`src/rtl/friscv_pkg.sv`:
```
// Shared types for the instruction fetch slice:
// fetch FSM states, buffered entry layout, default depth.
package friscv_pkg;

  localparam int XLEN        = 32;
  localparam int FETCH_DEPTH = 2;

  typedef enum logic [1:0] {
    IDLE,
    WAIT_RSP,
    DRAIN
  } fetch_state_t;

  typedef struct packed {
    logic [XLEN-1:0] pc;
    logic [XLEN-1:0] instr;
  } fetch_entry_t;

endpackage

```
`src/rtl/ifetch_unit_if.sv`:
```
// Instruction-memory request/response bus between
// the fetch unit (master) and memory (slave).
interface ifetch_unit_if;
  import friscv_pkg::*;

  logic            imem_req_out;
  logic [XLEN-1:0] imem_addr_out;
  logic            imem_gnt_in;
  logic            imem_rvalid_in;
  logic [XLEN-1:0] imem_rdata_in;

  modport master (
    output imem_req_out,
    output imem_addr_out,
    input  imem_gnt_in,
    input  imem_rvalid_in,
    input  imem_rdata_in
  );

  modport slave (
    input  imem_req_out,
    input  imem_addr_out,
    output imem_gnt_in,
    output imem_rvalid_in,
    output imem_rdata_in
  );

endinterface

```
`src/rtl/sync_fifo.sv`:
```
// Small synchronous FIFO with flush; head is read
// straight from the storage registers.
module sync_fifo #(
  parameter int WIDTH = 64,
  parameter int DEPTH = 2
) (
  input  logic             clk,
  input  logic             rst_n,
  input  logic             flush_i,
  input  logic             push_i,
  input  logic [WIDTH-1:0] wdata_i,
  input  logic             pop_i,
  output logic [WIDTH-1:0] rdata_o,
  output logic             full_o,
  output logic             empty_o
);

  localparam int AW = $clog2(DEPTH);

  logic [WIDTH-1:0] mem_q [DEPTH];
  logic [AW-1:0]    wptr_q;
  logic [AW-1:0]    rptr_q;
  logic [AW:0]      cnt_q;
  logic             do_push;
  logic             do_pop;

  // DEPTH is a power of two, so the MSB alone means full
  assign full_o  = cnt_q[AW];
  assign empty_o = (cnt_q == '0);
  assign do_push = push_i & ~full_o & ~flush_i;
  assign do_pop  = pop_i & ~empty_o & ~flush_i;
  assign rdata_o = empty_o ? '0 : mem_q[rptr_q];

  // entry storage
  always_ff @(posedge clk or negedge rst_n) begin
    if (!rst_n) begin
      for (int i = 0; i < DEPTH; i++) mem_q[i] <= '0;
    end else if (do_push) begin
      mem_q[wptr_q] <= wdata_i;
    end
  end

  // pointers wrap modulo DEPTH; flush empties at once
  always_ff @(posedge clk or negedge rst_n) begin
    if (!rst_n) begin
      wptr_q <= '0;
      rptr_q <= '0;
      cnt_q  <= '0;
    end else if (flush_i) begin
      wptr_q <= '0;
      rptr_q <= '0;
      cnt_q  <= '0;
    end else begin
      if (do_push) wptr_q <= wptr_q + 1'b1;
      if (do_pop) rptr_q <= rptr_q + 1'b1;
      unique case ({do_push, do_pop})
        2'b10:   cnt_q <= cnt_q + 1'b1;
        2'b01:   cnt_q <= cnt_q - 1'b1;
        default: cnt_q <= cnt_q;
      endcase
    end
  end

  a_no_push_full: assert property (
    @(posedge clk) disable iff (!rst_n)
    !(push_i && full_o && !flush_i)
  ) else $error("push into full fifo");

endmodule

```
`src/rtl/ifetch_unit.sv`:
```
// Instruction fetch: one outstanding imem request,
// responses buffered in a small FIFO for decode.
module ifetch_unit
  import friscv_pkg::*;
#(
  parameter int DEPTH = FETCH_DEPTH
) (
  input  logic            clk,
  input  logic            rst_n,
  input  logic [XLEN-1:0] pc_in,
  output logic            pc_advance_out,
  input  logic            flush_in,
  ifetch_unit_if.master   imem,
  output logic            instr_valid_out,
  output logic [XLEN-1:0] instr_out,
  output logic [XLEN-1:0] instr_pc_out,
  input  logic            instr_ready_in
);

  fetch_state_t    state_q, state_d;
  logic [XLEN-1:0] pend_q, pend_d;
  logic            req;
  logic            push;
  logic            full;
  logic            empty;
  fetch_entry_t    wentry;
  fetch_entry_t    rentry;

  assign imem.imem_addr_out = pc_in;
  assign imem.imem_req_out  = req;
  assign wentry = '{pc: pend_q, instr: imem.imem_rdata_in};

  assign instr_valid_out = ~empty;
  assign instr_out       = rentry.instr;
  assign instr_pc_out    = rentry.pc;

  // state and pending fetch address
  always_ff @(posedge clk or negedge rst_n) begin
    if (!rst_n) begin
      state_q <= IDLE;
      pend_q  <= '0;
    end else begin
      state_q <= state_d;
      pend_q  <= pend_d;
    end
  end

  // issue one request; a free slot exists at grant
  // time, and pops only free more while waiting
  always_comb begin
    state_d        = state_q;
    pend_d         = pend_q;
    req            = 1'b0;
    pc_advance_out = 1'b0;
    push           = 1'b0;
    unique case (state_q)
      IDLE: begin
        req = rst_n & ~full & ~flush_in;
        if (req && imem.imem_gnt_in) begin
          pc_advance_out = 1'b1;
          pend_d         = pc_in;
          state_d        = WAIT_RSP;
        end
      end
      WAIT_RSP: begin
        if (imem.imem_rvalid_in) begin
          push    = ~flush_in;
          state_d = IDLE;
        end else if (flush_in) begin
          state_d = DRAIN;
        end
      end
      DRAIN: begin
        if (imem.imem_rvalid_in) state_d = IDLE;
      end
      default: state_d = IDLE;
    endcase
  end

  sync_fifo #(
    .WIDTH ($bits(fetch_entry_t)),
    .DEPTH (DEPTH)
  ) u_buf (
    .clk     (clk),
    .rst_n   (rst_n),
    .flush_i (flush_in),
    .push_i  (push),
    .wdata_i (wentry),
    .pop_i   (instr_ready_in),
    .rdata_o (rentry),
    .full_o  (full),
    .empty_o (empty)
  );

endmodule

```
`src/flat_wrapper.sv`:
```
// flat-port wrapper written by rule: the top's interface ports become plain ports
module ifetch_unit_flat import friscv_pkg::*;
#(
  parameter int DEPTH = FETCH_DEPTH
)
  (clk, rst_n, pc_in, pc_advance_out, flush_in, instr_valid_out, instr_out, instr_pc_out, instr_ready_in, imem_imem_req_out, imem_imem_addr_out, imem_imem_gnt_in, imem_imem_rvalid_in, imem_imem_rdata_in);
  ifetch_unit_if imem_i ();
  input  logic clk;
  input  logic rst_n;
  input  logic [XLEN-1:0] pc_in;
  output logic pc_advance_out;
  input  logic flush_in;
  output logic instr_valid_out;
  output logic [XLEN-1:0] instr_out;
  output logic [XLEN-1:0] instr_pc_out;
  input  logic instr_ready_in;
  output wire logic [$bits(imem_i.imem_req_out)-1:0] imem_imem_req_out;
  output wire logic [$bits(imem_i.imem_addr_out)-1:0] imem_imem_addr_out;
  input wire logic [$bits(imem_i.imem_gnt_in)-1:0] imem_imem_gnt_in;
  input wire logic [$bits(imem_i.imem_rvalid_in)-1:0] imem_imem_rvalid_in;
  input wire logic [$bits(imem_i.imem_rdata_in)-1:0] imem_imem_rdata_in;
  assign imem_imem_req_out = imem_i.imem_req_out;
  assign imem_imem_addr_out = imem_i.imem_addr_out;
  assign imem_i.imem_gnt_in = imem_imem_gnt_in;
  assign imem_i.imem_rvalid_in = imem_imem_rvalid_in;
  assign imem_i.imem_rdata_in = imem_imem_rdata_in;
  ifetch_unit #(.DEPTH(DEPTH)) u_core (.clk(clk), .rst_n(rst_n), .pc_in(pc_in), .pc_advance_out(pc_advance_out), .flush_in(flush_in), .imem(imem_i), .instr_valid_out(instr_valid_out), .instr_out(instr_out), .instr_pc_out(instr_pc_out), .instr_ready_in(instr_ready_in));
endmodule
```
`config.mk`:
```
export PLATFORM = sky130hd
export DESIGN_NAME = ifetch_unit_flat
export DESIGN_NICKNAME = d
export VERILOG_FILES = /design/src/rtl/friscv_pkg.sv /design/src/rtl/ifetch_unit_if.sv /design/src/rtl/sync_fifo.sv /design/src/rtl/ifetch_unit.sv /design/src/flat_wrapper.sv
export SDC_FILE = /design/constraint.sdc
export NUM_CORES = 1
export LEC_CHECK = 0
export ABC_AREA = 1
export BUFFER_PORTS_ARGS = -buffer_cell sky130_fd_sc_hd__buf_2
export CAP_MARGIN = 20
export CORE_UTILIZATION = 45
export CTS_CLUSTER_DIAMETER = 200
export CTS_CLUSTER_SIZE = 14
export DETAILED_ROUTE_END_ITERATION = 6
export PLACE_DENSITY = 0.69
export SLEW_MARGIN = 40
export SYNTH_ARGS = -nofsm -noshare
export SYNTH_HDL_FRONTEND = slang
export SYNTH_SLANG_ARGS = --single-unit
```
`constraint.sdc`:
```
create_clock -name clk -period 1.68 [get_ports clk]
set_input_delay 0 -clock clk [delete_from_list [all_inputs] [get_ports clk]]
set_output_delay 0 -clock clk [all_outputs]
set_load 0.02 [all_outputs]
```
After elaboration in Yosys (flattened, before gate mapping)
Cells that the tools add are included.
- flip-flop bits (word level): 166
- bits of input ports: 70
- output and inout bits: 99
- word-level logic and storage cells: 64
- $add $sub $neg: 4
- magnitude comparators: 3
- equality and inequality tests: 7
- multiplexer cells: 23
- bitwise gates (word level): 11
- reduce and logical (&&, ||, !) cells: 9
- operators with widths (kind ; count):
    two-way mux 64 bit ; 5
    bitwise mux 128 bit ; 1
    demux 64 bit (select 1 bit) ; 1
    two-way mux 2 bit ; 5
    two-way mux 1 bit ; 9
    bitwise AND 1 bit ; 6
    case mux 2 bit (3 select lines) ; 1
    == test 2 x 1 -> 1 bit (second input constant) ; 2
    == test 2 bit (second input constant) ; 2
    >= comparator 2 bit (second input constant) ; 2
    zero test 2 bit ; 2
    NOT 1 -> 2 bit ; 2
    case mux 2 bit (2 select lines) ; 1
    nonzero test 2 bit ; 2
    inequality test 3 bit (second input constant) ; 1
    NOT 1 bit ; 3
    AND reduction 3 bit ; 1
    nonzero test 3 bit ; 1
    adder 1 bit (second input constant) ; 2
    adder 2 x 1 -> 2 bit (second input constant) ; 1
    logical AND 1 bit ; 2
    less-than comparator 2 x 1 -> 1 bit (second input constant) ; 1
    inequality test 2 x 1 -> 1 bit (second input constant) ; 1
    inequality test 2 bit (second input constant) ; 1
    other kinds (2) ; 2

Logic depth before layout (Yosys ltp)
- depth after elaboration: 8
- mapped depth: 9
- mapped depth without buffers: 8

By module
From an unflattened synthesis, not the netlist that was laid out.
- cell total of the unflattened synthesis: 914
- area, all modules: 7906.3 µm²
- by module, submodules not included (module ; times used ; cells an instance ; area an instance (µm²) ; sequential area each (µm²)):
    sync_fifo ; 1 ; 720 ; 6178.4 ; 3303.2
    ifetch_unit ; 1 ; 194 ; 1727.9 ; 850.8

Least setup slack after synthesis
OpenSTA, ideal clock, no wires.
- path kind: register -> register
- from: register u_core.u_buf.cnt_q[1]
- to: register u_core.pend_q[22]
- library setup time: 0.122 ns
- arrival time: 1.506 ns
- data required time: 1.558 ns
- setup slack: 0.052 ns
- stages on the path, launching flop included: 9
- buffers on the path: 2
- period minus slack after synthesis: 1.628 ns
- path through: dfrtp_1 nor2_2 nand2_1 nor3_2 nand2_1 inv_2 buf_6 buf_4 o21ai_1
- cells in the longest elaborated chain, start to end: 5
- RTL lines (item ; line ; text):
    from (decl) ; sync_fifo.sv:23 ; logic [AW:0] cnt_q;
    from (signal assigned) ; sync_fifo.sv:57 ; 2'b10: cnt_q <= cnt_q + 1'b1;
    from (signal assigned) ; sync_fifo.sv:58 ; 2'b01: cnt_q <= cnt_q - 1'b1;
    from (signal assigned) ; sync_fifo.sv:59 ; default: cnt_q <= cnt_q;
    NOT 1 bit ; ifetch_unit.sv:58 ; req = rst_n & ~full & ~flush_in;
    bitwise AND 1 bit (2 in a row) ; ifetch_unit.sv:58 ;
    logical AND 1 bit ; ifetch_unit.sv:59 ; if (req && imem.imem_gnt_in) begin
    AND reduction 2 bit (no source line) ; - ;
    to (signal assigned) ; ifetch_unit.sv:44 ; pend_q <= pend_d;
    to (decl) ; ifetch_unit.sv:21 ; logic [XLEN-1:0] pend_q, pend_d;
No other way between the ends.
A chain may end at the register's enable or synchronous reset.

Worst setup path in the final report
- from: register u_core.u_buf.cnt_q[1]
- to: output instr_out[0]
- cells in the longest elaborated chain, start to end: 2
- RTL lines (item ; line ; text):
    zero test 2 bit ; sync_fifo.sv:29 ; assign empty_o = (cnt_q == '0);
    two-way mux 64 bit ; sync_fifo.sv:32 ; assign rdata_o = empty_o ? '0 : mem_q[rptr_q];
    to (decl) ; flat_wrapper.sv:14 ; output logic [XLEN-1:0] instr_out;
No other way between the ends.

==> Flow_metrics.wiki <==
{| class="wikitable"
! Metric !! Value
|-
| Run status || finished with violations
|-
| Violations in the final reports || setup timing
|-
| Ant. Diodes || 0
|-
| Drt total wl || 20.1 mm
|-
| Area taken by multi-input logic gates || 0.00311 mm2
|-
| Setup ws final || -69.8 ps
|-
| Total internal power || around 8 mW
|-
| Proportion of total power due to net switching || 0.298
|-
| Largest fanout on the critical path || 8
|-
| Hpwl dp || roughly 10 mm
|-
| Number of global-route vias before repair || just over 6000
|-
| Distinct cell type count of the synthesized netlist || 22
|-
| Worst-case clock buffer depth || 2
|-
| Growth of design area from synthesis to finish || 40.1%
|-
| Post-route minimum period || 1750 ps
|-
| Setup repair after global routing missed its margin || true
|-
| Highest clock frequency the design can meet || 571 MHz
|-
| Sequential area share after synthesis || 0.538
|-
| Number of nets in the layout || between 1000 and 1500
|-
| Area share of the largest cell type after synthesis || 0.538
|-
| Pins Over Slew Limit || 0
|-
| Grt total ovfl || 0
|-
| Number of hold violations in the final report || 0
|-
| Most used cells in the layout excluding fill and tap cells || 255 x sky130_fd_sc_hd__nand2_1, 165 x sky130_fd_sc_hd__dfrtp_1, 121 x sky130_fd_sc_hd__buf_2, 85 x sky130_fd_sc_hd__o21ai_0, 71 x sky130_fd_sc_hd__inv_1
|-
| Clock buffer count from CTS || 17
|-
| Highest ir drop seen on vdd || 0.779 mV
|-
| Max Cap Violations || 0
|-
| Wire length per cell after detailed routing || 15.3 um
|-
| Initial standard-cell utilization of the core || 0.464
|-
| Clock Skew || 6.48 ps
|-
| Number of warnings printed during yosys synthesis || 0
|-
| Period utilisation layout || 1.04
|-
| Count of state elements after synthesis || 166
|-
| Most frequent standard cell in the layout excluding fill and tap cells || sky130_fd_sc_hd__nand2_1
|-
| Static leakage || 5.07 nW
|-
| Kind of critical path || flop to output port
|-
| Synth async-reset ratio || 1.00
|-
| Number of standard-cell rows in the floorplan || 47
|-
| Class of the tightest hold or removal check || input pin to asynchronous set/reset pin
|-
| Clock H-tree levels || 4
|-
| Post-Synthesis Net Count || 947
|-
| Logic gate share of total power || 0.205
|-
| Kind of launch point of the worst setup path || flop
|-
| Total power density per cell area || 1060 mW/mm2
|-
| Clock tree from TritonCTS || built
|-
| Required time reported for the critical path endpoint || 1680 ps
|-
| Data arrival time of the worst path || 1750 ps
|-
| Total of fill cells in the finished design || about 1300
|-
| Initial antenna violation count || 0
|-
| Width of the chip || 133 um
|-
| Final weighted congestion in routability-driven placement || 0.779
|-
| Number of primary I/O pins || 169
|-
| Clock network fraction of design power || 0.340
|-
| Sum Neg Setup Slack || -1900 ps
|-
| Number of flops mapped to enable cells by yosys || 0
|-
| Switching power total || about 3.4 mW
|-
| Average cell area after synthesis || 8.80 um2
|-
| Fraction of final layout cells with drive strength greater than 1 || 0.357
|-
| Source-to-sink clock delay at the later pin of the worst-skew pair || 430 ps
|-
| Wire length of the first global-routing pass || 30.3 mm
|-
| Top cells by area in the synthesized netlist || sky130_fd_sc_hd__dfrtp_1 54%, sky130_fd_sc_hd__nand2_1 13%, sky130_fd_sc_hd__o21ai_2 6.1%, sky130_fd_sc_hd__o21ai_0 5.6%, sky130_fd_sc_hd__a21oi_1 4.3%
|-
| Clock root cell || sky130_fd_sc_hd__clkbuf_16
|-
| FF/Latch Area || 0.00416 mm2
|-
| Port bufs || 168
|-
| Aggregate global-route resource usage || 0.220
|-
| Iteration-0 DRC count of the detailed router || 422
|-
| Area of the core region || approximately 0.017 mm2
|-
| Count of nets left with antenna violations after detail routing || 0
|-
| Overall via count from detail_route || 6431
|-
| Maximum number of pins on one net before global-route repair || 85
|-
| Number of design rule violations left after detail routing || 0
|-
| Post-layout total power || about 11 mW
|-
| Critical path endpoint category || output port
|-
| Pre-Repair DR Iteration Count || 5
|-
| Clock slew at reported path FFs || 60 ps
|-
| Most used flip-flop cell after synthesis || sky130_fd_sc_hd__dfrtp_1
|-
| Via count normalized by instance count || between 4 and 5
|-
| Transition time of the tightest slew-check pin || 463 ps
|-
| Register share of total power || 0.455
|-
| Cell type with the highest aggregate area in the netlist || sky130_fd_sc_hd__dfrtp_1
|-
| Mapped Cells || 877
|-
| Setup-violating endpoint count in the final report || 64
|-
| Worst slew slack as a fraction of its limit || 0.691
|-
| Die Ht || about 130 um
|-
| Die Outline Area || 0.0177 mm2
|-
| Clock tree sinks || around 170
|-
| Netlist Area Pre-Place || a little under 0.008 mm2
|}
## area by class of cell
cell class                 count  share of cell area
inverter                      74              0.0259
clock buffer                  18              0.0406
sequential                   166               0.384
tap                          220              0.0255
timing repair buffer         273               0.222
multi-input combinational    549               0.288
clock inverter                14              0.0139
## through the flow
step           hold slack, ps  worst slack (ps)  cells  instance area [um2]   util
6_report                  177             -69.8   1314                10800  0.650
5_1_grt                   238              -122   1314                10800  0.650
4_1_cts                   184             -38.5   1304                10100  0.604
3_5_place_dp             81.1               161   1194                 8560  0.514
3_3_place_gp              218               196   1193                 8530  0.513
2_1_floorplan            -296              52.1    877                 7720      -
## cells in the mapped netlist, types with 7 or more instances
library cell / instances
sky130_fd_sc_hd__inv_1: 72
sky130_fd_sc_hd__dfrtp_1: 166
sky130_fd_sc_hd__nand3_1: 7
sky130_fd_sc_hd__nand2_1: 261
sky130_fd_sc_hd__o21ai_0: 86
sky130_fd_sc_hd__buf_6: 17
sky130_fd_sc_hd__o21ai_1: 23
sky130_fd_sc_hd__o21ai_2: 54
sky130_fd_sc_hd__buf_4: 34
sky130_fd_sc_hd__clkbuf_1: 24
sky130_fd_sc_hd__a21oi_1: 66
sky130_fd_sc_hd__buf_2: 8
sky130_fd_sc_hd__nand2_2: 40
## cell families after synthesis
kind of cell | share of synthesized area
and+or+nand+nor | 0.173
AOI/OAI and AO/OA | 0.176
DFF | 0.538
buffers and inverters | 0.113
## power by group through the flow
stage                     clock network (mW)  logic (mW)  registers [mW]
after global routing                    4.12        2.63            5.27
final                                   3.88        2.35            5.19
after detailed placement                   0        1.88            5.23
after global placement                     0        1.81            5.22
after floorplan                            0        1.45            5.15
after CTS                               3.99        2.08            5.17
## sequential cells by signal, indices dropped and copies added, names as in the netlist
name,cells
u_core.u_buf.wptr_q,1
u_core.u_buf.mem_q,128
u_core.u_buf.rptr_q,1
u_core.u_buf.cnt_q,2
u_core.pend_q,32
u_core.state_q,2
## layer usage
layer / vias to the layer above / part of all wire / global-route usage
met5: - / 0 / 0
met4: 0 / 0.014 / 0.0722
li1: 3176 / - / -
met1: 3069 / 0.45 / 0.292
met2: 168 / 0.49 / 0.363
met3: 18 / 0.047 / 0.0398
## path summary, 6_finish.rpt
check	from	to	slack, ps	cells after the start
worst max-delay path	u_core.u_buf.cnt_q[1]	instr_out[0]	-70	6
worst min-delay path	rst_n	u_core.pend_q[25]	180	3
worst max register to register	u_core.u_buf.cnt_q[1]	u_core.u_buf.mem_q[93]	10	7
worst min register to register	u_core.u_buf.mem_q[69]	u_core.u_buf.mem_q[69]	480	2
max in group asynchronous	rst_n	u_core.u_buf.mem_q[29]	710	4
min in group clk	pc_in[8]	u_core.pend_q[8]	310	4
## worst max-delay path, stage by stage, from the launching register on
cell and delay [ps]:
sky130_fd_sc_hd__dfrtp_1 410, sky130_fd_sc_hd__buf_6 140, sky130_fd_sc_hd__nor2_4 180, sky130_fd_sc_hd__buf_8 190
sky130_fd_sc_hd__clkbuf_16 180, sky130_fd_sc_hd__a21oi_1 60, sky130_fd_sc_hd__buf_2 160
## what timing repair did
item                                    in CTS  in global routing
resized for setup                           23                147
endpoints found under the setup margin      65                 70
pin swaps                                    1                  3
hold buffers                                71                  0
buffers inserted                             3                  6
endpoints found under the hold margin      185                  0
gates cloned                                 4                  5
Note: power is estimated with default switching activity, not from simulation.
